File: src/rtl/i2c_target_regs.sv
// I2C target exposing NREG byte registers: write sets a pointer then stores bytes,
// read returns bytes from the pointer, auto-incrementing with wrap.
module i2c_target_regs #(
  parameter logic [6:0] TARGET_ADDR = 7'h50,
  parameter int         NREG        = 16
) (
  input  logic                    clk,
  input  logic                    reset_n,
  input  logic                    core_i2c_scl_in,
  output logic                    core_i2c_scl_out,
  output logic                    core_i2c_scl_en,
  input  logic                    core_i2c_sda_in,
  output logic                    core_i2c_sda_out,
  output logic                    core_i2c_sda_en,
  output logic [NREG*8-1:0]       regs,
  output logic                    wr_stb,
  output logic [$clog2(NREG)-1:0] wr_idx
);

  localparam int PW = $clog2(NREG);

  typedef enum logic [3:0] {
    IDLE,
    ADDR,
    ADDR_ACK,
    PTR,
    PTR_ACK,
    WDATA,
    WDATA_ACK,
    RDATA,
    RDATA_ACK,
    IGNORE
  } state_t;

  state_t r_state;
  state_t w_stateNext;

  logic r_sclMeta, r_sclSync, r_sclHist;
  logic r_sdaMeta, r_sdaSync, r_sdaHist;
  logic r_fallD;
  logic r_sdaEn;
  logic r_wrStb;
  logic [PW-1:0] r_wrIdx;
  logic [PW-1:0] r_ptr;
  logic [2:0]    r_bitCnt;
  logic [6:0]    r_shift;
  logic [7:0]    r_txByte;
  logic [7:0]    r_regs [NREG];

  logic w_sclRise, w_sclFall, w_start, w_stop, w_lastBit;
  logic [7:0]    w_rxByte;
  logic [PW-1:0] w_ptrInc;
  logic w_clrCnt, w_cntEn, w_shiftEn, w_loadPtr, w_doWrite;
  logic w_loadTx, w_ackInc, w_shiftTx, w_sdaEnNext;

  assign core_i2c_scl_out = 1'b0;
  assign core_i2c_scl_en  = 1'b0;
  assign core_i2c_sda_out = 1'b0;
  assign core_i2c_sda_en  = r_sdaEn;
  assign wr_stb           = r_wrStb;
  assign wr_idx           = r_wrIdx;

  for (genvar g = 0; g < NREG; g++) begin : g_regsOut
    assign regs[8*g +: 8] = r_regs[g];
  end

  assign w_sclRise = r_sclSync & ~r_sclHist;
  assign w_sclFall = ~r_sclSync & r_sclHist;
  assign w_start   = r_sclSync & r_sdaHist & ~r_sdaSync;
  assign w_stop    = r_sclSync & ~r_sdaHist & r_sdaSync;
  assign w_lastBit = (r_bitCnt == 3'd7);
  assign w_rxByte  = {r_shift, r_sdaSync};
  assign w_ptrInc  = r_ptr + PW'(1);

  always_ff @(posedge clk) begin
    if (!reset_n) begin
      r_sclMeta <= 1'b1;
      r_sclSync <= 1'b1;
      r_sclHist <= 1'b1;
      r_sdaMeta <= 1'b1;
      r_sdaSync <= 1'b1;
      r_sdaHist <= 1'b1;
      r_fallD   <= 1'b0;
    end else begin
      r_sclMeta <= core_i2c_scl_in;
      r_sclSync <= r_sclMeta;
      r_sclHist <= r_sclSync;
      r_sdaMeta <= core_i2c_sda_in;
      r_sdaSync <= r_sdaMeta;
      r_sdaHist <= r_sdaSync;
      r_fallD   <= w_sclFall;
    end
  end

  always_ff @(posedge clk) begin
    if (!reset_n) begin
      r_state <= IDLE;
    end else begin
      r_state <= w_stateNext;
    end
  end

  // Bus conditions win over SCL edges; SDA drive only moves on the cycle after a fall.
  always_comb begin
    w_stateNext = r_state;
    w_clrCnt    = 1'b0;
    w_cntEn     = 1'b0;
    w_shiftEn   = 1'b0;
    w_loadPtr   = 1'b0;
    w_doWrite   = 1'b0;
    w_loadTx    = 1'b0;
    w_ackInc    = 1'b0;
    w_shiftTx   = 1'b0;
    w_sdaEnNext = r_sdaEn;
    if (w_start) begin
      w_stateNext = ADDR;
      w_clrCnt    = 1'b1;
      w_sdaEnNext = 1'b0;
    end else if (w_stop) begin
      w_stateNext = IDLE;
      w_sdaEnNext = 1'b0;
    end else begin
      if (w_sclRise) begin
        case (r_state)
          ADDR: begin
            w_cntEn   = 1'b1;
            w_shiftEn = 1'b1;
            if (w_lastBit) begin
              w_stateNext = (w_rxByte[7:1] == TARGET_ADDR) ? ADDR_ACK : IGNORE;
            end
          end
          ADDR_ACK: begin
            w_stateNext = r_shift[0] ? RDATA : PTR;
            w_loadTx    = r_shift[0];
          end
          PTR: begin
            w_cntEn   = 1'b1;
            w_shiftEn = 1'b1;
            if (w_lastBit) begin
              w_stateNext = PTR_ACK;
              w_loadPtr   = 1'b1;
            end
          end
          PTR_ACK:   w_stateNext = WDATA;
          WDATA: begin
            w_cntEn   = 1'b1;
            w_shiftEn = 1'b1;
            if (w_lastBit) begin
              w_stateNext = WDATA_ACK;
              w_doWrite   = 1'b1;
            end
          end
          WDATA_ACK: w_stateNext = WDATA;
          RDATA: begin
            w_cntEn = 1'b1;
            if (w_lastBit) begin
              w_stateNext = RDATA_ACK;
            end
          end
          RDATA_ACK: begin
            if (!r_sdaSync) begin
              w_stateNext = RDATA;
              w_ackInc    = 1'b1;
            end else begin
              w_stateNext = IGNORE;
            end
          end
          default: w_stateNext = r_state;
        endcase
      end
      if (r_fallD) begin
        case (r_state)
          ADDR_ACK, PTR_ACK, WDATA_ACK: w_sdaEnNext = 1'b1;
          RDATA: begin
            w_sdaEnNext = ~r_txByte[7];
            w_shiftTx   = 1'b1;
          end
          default: w_sdaEnNext = 1'b0;
        endcase
      end
    end
  end

  always_ff @(posedge clk) begin
    if (!reset_n) begin
      r_sdaEn  <= 1'b0;
      r_wrStb  <= 1'b0;
      r_wrIdx  <= '0;
      r_ptr    <= '0;
      r_bitCnt <= 3'd0;
      r_shift  <= 7'd0;
      r_txByte <= 8'h00;
    end else begin
      r_sdaEn <= w_sdaEnNext;
      r_wrStb <= w_doWrite;
      if (w_clrCnt) begin
        r_bitCnt <= 3'd0;
      end else if (w_cntEn) begin
        r_bitCnt <= r_bitCnt + 3'd1;
      end
      if (w_shiftEn) begin
        r_shift <= w_rxByte[6:0];
      end
      if (w_loadPtr) begin
        r_ptr <= w_rxByte[PW-1:0];
      end else if (w_doWrite || w_ackInc) begin
        r_ptr <= w_ptrInc;
      end
      if (w_doWrite) begin
        r_wrIdx <= r_ptr;
      end
      // Next read byte is captured up front so a later write cannot tear it mid-shift.
      if (w_loadTx) begin
        r_txByte <= r_regs[r_ptr];
      end else if (w_ackInc) begin
        r_txByte <= r_regs[w_ptrInc];
      end else if (w_shiftTx) begin
        r_txByte <= {r_txByte[6:0], 1'b0};
      end
    end
  end

  always_ff @(posedge clk) begin
    if (!reset_n) begin
      for (int i = 0; i < NREG; i++) begin
        r_regs[i] <= 8'h00;
      end
    end else if (w_doWrite) begin
      r_regs[r_ptr] <= w_rxByte;
    end
  end

endmodule

File: config.mk
export PLATFORM = sky130hd
export DESIGN_NAME = i2c_target_regs
export DESIGN_NICKNAME = d
export VERILOG_FILES = /design/src/rtl/i2c_target_regs.sv
export SDC_FILE = /design/constraint.sdc
export NUM_CORES = 1
export LEC_CHECK = 0
export BUFFER_PORTS_ARGS = -buffer_cell sky130_fd_sc_hd__buf_2
export CAP_MARGIN = 20
export CORE_ASPECT_RATIO = 1.25
export CORE_MARGIN = 5
export CORE_UTILIZATION = 35
export CTS_CLUSTER_DIAMETER = 80
export DETAILED_ROUTE_END_ITERATION = 7
export PLACE_DENSITY_LB_ADDON = 0.2
export SLEW_MARGIN = 10
export SYNTH_ARGS = -nofsm -noshare
export SYNTH_HDL_FRONTEND = slang
export SYNTH_SLANG_ARGS = --single-unit
export TNS_END_PERCENT = 1
File: constraint.sdc
create_clock -name clk -period 5.5 [get_ports clk]
set_clock_uncertainty 0.2 [all_clocks]
set_input_delay 1.1 -clock clk [delete_from_list [all_inputs] [get_ports clk]]
set_output_delay 1.1 -clock clk [all_outputs]
set_load 0.03 [all_outputs]
==> run_results.csv, run 1 <==
group,metric,value,unit
status,outcome,"completed",
cts,path_clk_slew,70,ps
cts,hold_buffers,0,
die,io_pins,141,
route,routedWlPerCell,25.8,um
route,vias_per_cell,5.67,
timing,hold_viol_final,0,
yosys,yosys-top-cells-area,"edfxtp_1 42%, mux4_2 15%, dfxtp_1 9.3%",
die,die_w,155,um
global_routing,grtUsageMet3,3.69,%
finish,drive_gt1_share,33.1,%
yosys,synth_top_family_by_area,"simple AND/OR/NAND/NOR gates",
power,cellPowerDensity,279,mW/mm^2
finish,final_nets,851,
finish,syn_to_final_growth,16.7,%
route,drt_pre_antenna_iters,5,
global_routing,track_usage,20.5,%
cts,htree_levels,4,
route,drc,0,
finish,antenna_cells,0,
run,maxCapViolations,0,
route,dr_total_vias,6762,
critical_path,worstPathMaxFanout,21,
route,wl,30700,um
die,start_util,35.4,%
global_routing,grt_pass1_vias,6649,
placement,gp_congestion,0.895,
power,vdd_drop_max,204,uV
critical_path,worstSetupEndpointType,"register",
global_routing,grt_use_met1,25.2,%
yosys,synth_largest_area_cell,"edfxtp_1",
timing,tns,0,ps
timing,setup_violations,0,
cts,cts_tree,"done",
timing,fin_crit_sh,72.6,%
yosys,syn_area,0.00922,sq mm
timing,max_freq,0.250,GHz
route,drt-initial-drc-count,459,
cts,post_cts_buffers,0,
yosys,async_reset_ff_share,0,%
timing,fin_ws,1510,ps
global_routing,antenna_found_initial,0,
yosys,yosysTopAreaCellShare,41.7,%
critical_path,critPathLaunchType,"register",
die,dieArea,0.0297,sq mm
global_routing,grt-busiest-layer,"met2",
critical_path,crit_chain,"inv_1 -> ha_2 -> buf_4 -> mux4_2 -> a311oi_1 -> a31oi_1",
yosys,ys_warn_count,0,
yosys,ys.flop_type,"edfxtp_1",
die,placementRows,66,
cts,cts_buffer_depth,2,
power,power.leakage,3.77,nW
yosys,synth_area_per_cell,12.6,sq um
timing,tightest_slew,1080,ps
yosys,synthCells,729,
route,antenna_left,0,
timing,relSlewSlack,27.8,%
cts,cts_root_buffer,"clkbuf_16",
yosys,yosysSeqAreaShare,51.1,%
critical_path,r2r-end,"r_txByte[1]",
hold_path,min-delay-start,"r_sclMeta",
yosys,synth_xor_area_share,0.747,%
yosys,synthAdderAreaFrac,0.815,%
global_routing,use_met2,35.2,%
yosys,yosysUniqueCellTypes,65,
placement,hpwl,22200,um
yosys,synth-seq-cells,171,
cts,clock_latency,430,ps
critical_path,critPathMaxStageDelay,840,ps
cts,cts_resized,0,
timing,fin_crit,3990,ps
cts,cts_made_buffers,17,
critical_path,crit_arrival,4100,ps
die,fp.dieH,191,um
global_routing,grt_first_pass_wirelength,44800,um
critical_path,r2r-start,"r_ptr[0]",
yosys,synth-simple-area-share,19.0,%
die,coreArea,0.0260,sq mm
critical_path,required,5610,ps
critical_path,crit_type,"reg2reg",
yosys,synth_enable_flop_cells,128,
placement,dp_slack,1500,ps
placement,io_buffers,137,
timing,drv_slew,0,
cts,numClockSinks,171,
global_routing,grt_max_degree,33,
hold_path,whs_path_depth,1,
yosys,synthMuxAreaShare,17.9,%
hold_path,hold_path.class,"reg2reg",
critical_path,regToRegSetupSlack,1510,ps
hold_path,holdPathEnd,"r_sclSync",
global_routing,overflow,0,
critical_path,cp_slowest_cell,"dfxtp_1",
timing,rsz0062_at_grt,"false",
critical_path,ff2ff_path_depth,6,
yosys,synth_compound_area_share,6.67,%
==> through the flow <==
| step | utilization, % | hold slack (ps) | power (mW) | cell area, sq um | std cells |
|---|---|---|---|---|---|
| 2_1_floorplan | - | 186 | 1.66 | 9220 | 731 |
| 3_3_place_gp | 39.0 | 203 | 1.77 | 10100 | 1158 |
| 3_5_place_dp | 39.0 | 197 | 1.77 | 10100 | 1159 |
| 4_1_cts | 41.3 | 219 | 3.01 | 10700 | 1190 |
| 5_1_grt | 41.3 | 234 | 3.07 | 10800 | 1193 |
| 6_report | 41.3 | 211 | 3.00 | 10800 | 1193 |
==> worst max-delay path, delay by kind of cell, from the launching register on <==
kind            cells  cell delay [ps]
mux                 1              540
fa+ha+maj           1              830
flops               1              840
compound gates      2              510
buf+inv             2              930
==> synth_stat cells, types with 2 or more instances <==
library cell  instances
mux4_2               62
xnor2_1               3
a211oi_1              6
or2_2                 2
xor2_1                3
a31oi_1              13
a21o_1                2
and2_1              117
nand4_1               2
nand2_1              39
dfxtp_1              43
inv_1                 9
o22a_1                5
a311oi_1              5
ha_1                  6
nor2b_1               5
nor2_1               24
nand4b_1              2
o31ai_1               2
nor3_2                2
buf_2                18
a21oi_1              23
nor3_1               22
nor2_4                6
o21ai_0              32
and3b_1               2
or3_1                 2
buf_4                 5
edfxtp_1            128
a2bb2oi_1             3
and4_1                5
mux2_2                7
nand3_1              15
nand2b_1             14
clkbuf_1             31
o21bai_1              2
buf_6                 5
nor4_1                7
buf_1                 3
mux2i_1              16
nor4b_2               5
nor3b_1               2
nand3_2               2
==> where the power goes <==
group / total [mW] / switching, mW / internal, mW
Clock: 1.26 / 0.540 / 0.723
Sequential: 1.50 / 0.0655 / 1.43
Combinational: 0.241 / 0.167 / 0.0741
Total: 3.00 / 0.772 / 2.23
==> worst max path at each step <==
stage	from	endpoint	slack, ps
after floorplan	r_ptr[0]	r_txByte[3]	2550
after global placement	r_ptr[0]	r_txByte[1]	1580
after detailed placement	r_ptr[0]	r_txByte[1]	1500
after CTS	r_ptr[0]	r_txByte[1]	1520
after global routing	r_ptr[0]	r_txByte[1]	1230
final	r_ptr[0]	r_txByte[1]	1510
==> metal layers <==
metal / wire length [um] / vias to the layer above / share of wire [%]
met5: 0 / - / 0
met4: 1230 / 0 / 4.0
met3: 1920 / 61 / 6.2
met2: 15400 / 298 / 50
met1: 12200 / 3448 / 40
li1: - / 2955 / -
==> registers in the layout, indices dropped and copies added, names as in the netlist, 3 cells and up, named ones only <==
name / count
wr_idx: 4
r_shift: 7
r_state: 4
r_regs: 128
r_ptr: 4
r_bitCnt: 3
r_txByte: 8
==> cell families after synthesis <==
kind of cell / after synthesis
buffers and inverters: 72
xor gates and xnor gates: 7
adders and majority gates: 6
other: 1
and+or+nand+nor: 287
DFF: 171
muxes: 86
AOI/OAI and AO/OA: 99
==> final cells by class <==
cell class / instances / area, sq um
multi-input cells: 488 / 4190
inverters: 10 / 37.5
clock inverters: 11 / 160
clock buffers: 20 / 437
fillers: 2496 / 15300
repair buffers: 153 / 796
well taps: 340 / 425
flip-flops and latches: 171 / 4710
==> layout by cell type, fill, tap and decap left out, types with 4 or more instances in the layout <==
cell type	count
o22a_1	5
nor4b_2	5
nor2_4	6
edfxtp_1	128
mux2_2	7
a211oi_1	6
nand2b_1	14
nor4_1	6
and4_1	5
buf_4	12
ha_1	5
and2_1	117
dfxtp_1	41
o21ai_0	29
nand3_1	15
a21oi_1	23
a311oi_1	5
inv_6	4
a31oi_1	13
buf_2	140
nor2_1	24
nand2_1	39
clkbuf_16	17
inv_1	9
mux2i_1	16
mux4_2	62
nor2b_1	5
nor3_1	22
Note: power is estimated with default switching activity, not from simulation.
==> run 2, diff against run 1 <==
clock period = 3.9 ns   (was 5.5 ns; I/O delays follow)
==> run_results.csv, run 2 (synthesized netlist as in run 1, its figures left out) <==
group,metric,value,unit
timing,tns,0,ps
critical_path,ff2ff_path_depth,9,
finish,seq_area,0.00471,sq mm
status,outcome,"completed",
die,die_w,155,um
critical_path,crit_top_cell,"buf_4",
timing,hold_viol_final,0,
timing,drv_slew,0,
timing,relSlewSlack,33.0,%
timing,tightest_slew,1000,ps
critical_path,worstSetupEndpointType,"register",
route,antenna_left,0,
route,drt-initial-drc-count,609,
route,vias_per_cell,5.53,
timing,max_freq,0.328,GHz
hold_path,min-delay-start,"r_sclMeta",
critical_path,critPathMaxStageDelay,620,ps
cts,cts_buffer_depth,2,
hold_path,whs_path_depth,1,
cts,cts_resized,0,
power,clock_power_share,38.9,%
die,fp.dieH,191,um
critical_path,r2r-start,"r_bitCnt[0]",
placement,dp_slack,869,ps
power,vdd_drop_max,290,uV
timing,rsz0062_at_grt,"false",
route,drc,0,
die,start_util,35.4,%
timing,setup_violations,0,
finish,final_nets,870,
placement,hpwl,21200,um
timing,fin_crit_sh,78.1,%
timing,fin_crit,3040,ps
cts,cts_root_buffer,"clkbuf_16",
route,routedWlPerCell,24.0,um
die,coreArea,0.0260,sq mm
placement,io_buffers,137,
finish,syn_to_final_growth,17.6,%
power,p_total,4.00,mW
critical_path,path_delay_family,"buffers and inverters",
finish,largest_reg_flops,128,
global_routing,antenna_found_initial,0,
hold_path,holdPathEnd,"r_sclSync",
power,swShare,26.4,%
die,io_pins,141,
hold_path,hold_path.class,"reg2reg",
cts,hold_buffers,0,
critical_path,regToRegSetupSlack,860,ps
timing,fin_ws,856,ps
critical_path,required,3850,ps
power,cellPowerDensity,369,mW/mm^2
critical_path,r2r-end,"r_regs[12][3]",
placement,gp_congestion,0.866,
global_routing,overflow,0,
power,power.leakage,3.84,nW
finish,post-route-util,41.6,%
critical_path,crit_chain,"ha_1 -> ha_1 -> inv_1 -> nor4_2 -> buf_4 -> nand3_1 -> buf_4 -> o21ai_0 -> buf_4",
route,wl,29100,um
power,combPwrFrac,8.7,%
power,p_int,2.95,mW
cts,cts_made_buffers,17,
global_routing,grt_first_pass_wirelength,43700,um
finish,final_cell_mix,"137 x buf_2, 128 x edfxtp_1, 117 x and2_1",
placement,dpl.cell_count,1181,
route,drt_pre_antenna_iters,5,
die,placementRows,66,
finish,multi_input_area,0.00419,sq mm
cts,cts_tree,"done",
global_routing,grt_pass1_vias,6893,
critical_path,critPathLaunchType,"register",
global_routing,grt_max_degree,26,
critical_path,path_buf_inv,4,
finish,regMostFlops,"r_regs",
critical_path,cp_slowest_cell,"o21ai_0",
cts,htree_levels,4,
die,dieArea,0.0297,sq mm
finish,drive_gt1_share,34.4,%
finish,reg.largest.list,"r_regs x128, r_txByte x8, r_shift x7",
run,maxCapViolations,0,
finish,final_cells,1213,
placement,place_area,0.0103,sq mm
critical_path,crit_arrival,3000,ps
finish,design_area,0.0108,sq mm
cts,numClockSinks,171,
global_routing,track_usage,19.9,%
finish,antenna_cells,0,
cts,post_cts_buffers,0,
finish,n_fill_cell,2507,
power,seqPwrFrac,52.4,%
critical_path,cp-startpoint,"r_bitCnt[0]",
cts,path_clk_slew,70,ps
cts,clock_latency,430,ps
critical_path,crit_type,"reg2reg",
route,dr_total_vias,6707,
finish,layout_commonest_cell,"buf_2",
critical_path,worstPathMaxFanout,12,
timing,hold_slack,207,ps
power,switching_power,1.06,mW
==> run 2: changes by cell type in the layout (fill, tap and decap cells not counted) <==
cell | previous run | this run
buf_4 | 12 | 35
buf_2 | 140 | 137
bufinv_16 | 3 | 0
clkinv_1 | 1 | 4
o21ai_0 | 29 | 32
o21ai_1 | 3 | 0
clkinv_2 | 0 | 2
clkbuf_1 | 3 | 2
clkbuf_2 | 1 | 0
clkinv_4 | 1 | 2
clkinvlp_4 | 2 | 1
==> run 2: worst max path at each step <==
stage                          endpoint  slack [ps]  cells after the start
after floorplan             r_txByte[3]         950                     10
after global placement    r_regs[12][3]         910                      7
after detailed placement  r_regs[12][3]         870                      9
after CTS                 r_regs[12][3]         840                      9
after global routing      r_regs[12][3]         610                      7
final                     r_regs[12][3]         860                      9
==> run 2: area by class of cell <==
class / count / share of cell area [%]
clock buffers: 19 / 4.00
clock inverters: 13 / 0.855
inverters: 10 / 0.347
multi-input cells: 488 / 38.7
flip-flops and latches: 171 / 43.5
well taps: 340 / 3.93
repair buffers: 172 / 8.75
==> run 2: power groups by stage <==
stage | sequential [mW] | clock [mW] | combinational [mW]
final | 2.10 | 1.56 | 0.347
after global placement | 2.14 | 0 | 0.346
after floorplan | 2.23 | 0 | 0.112
after detailed placement | 2.14 | 0 | 0.348
after global routing | 2.10 | 1.67 | 0.365
after CTS | 2.10 | 1.59 | 0.350
==> run 2: routing by layer <==
layer	part of all wire [%]	GRT usage (%)	vias up
met2	51	34.6	271
li1	-	-	2992
met3	5.6	3.74	45
met1	40	24.5	3399
met4	3.2	7.54	0
met5	0	0	-
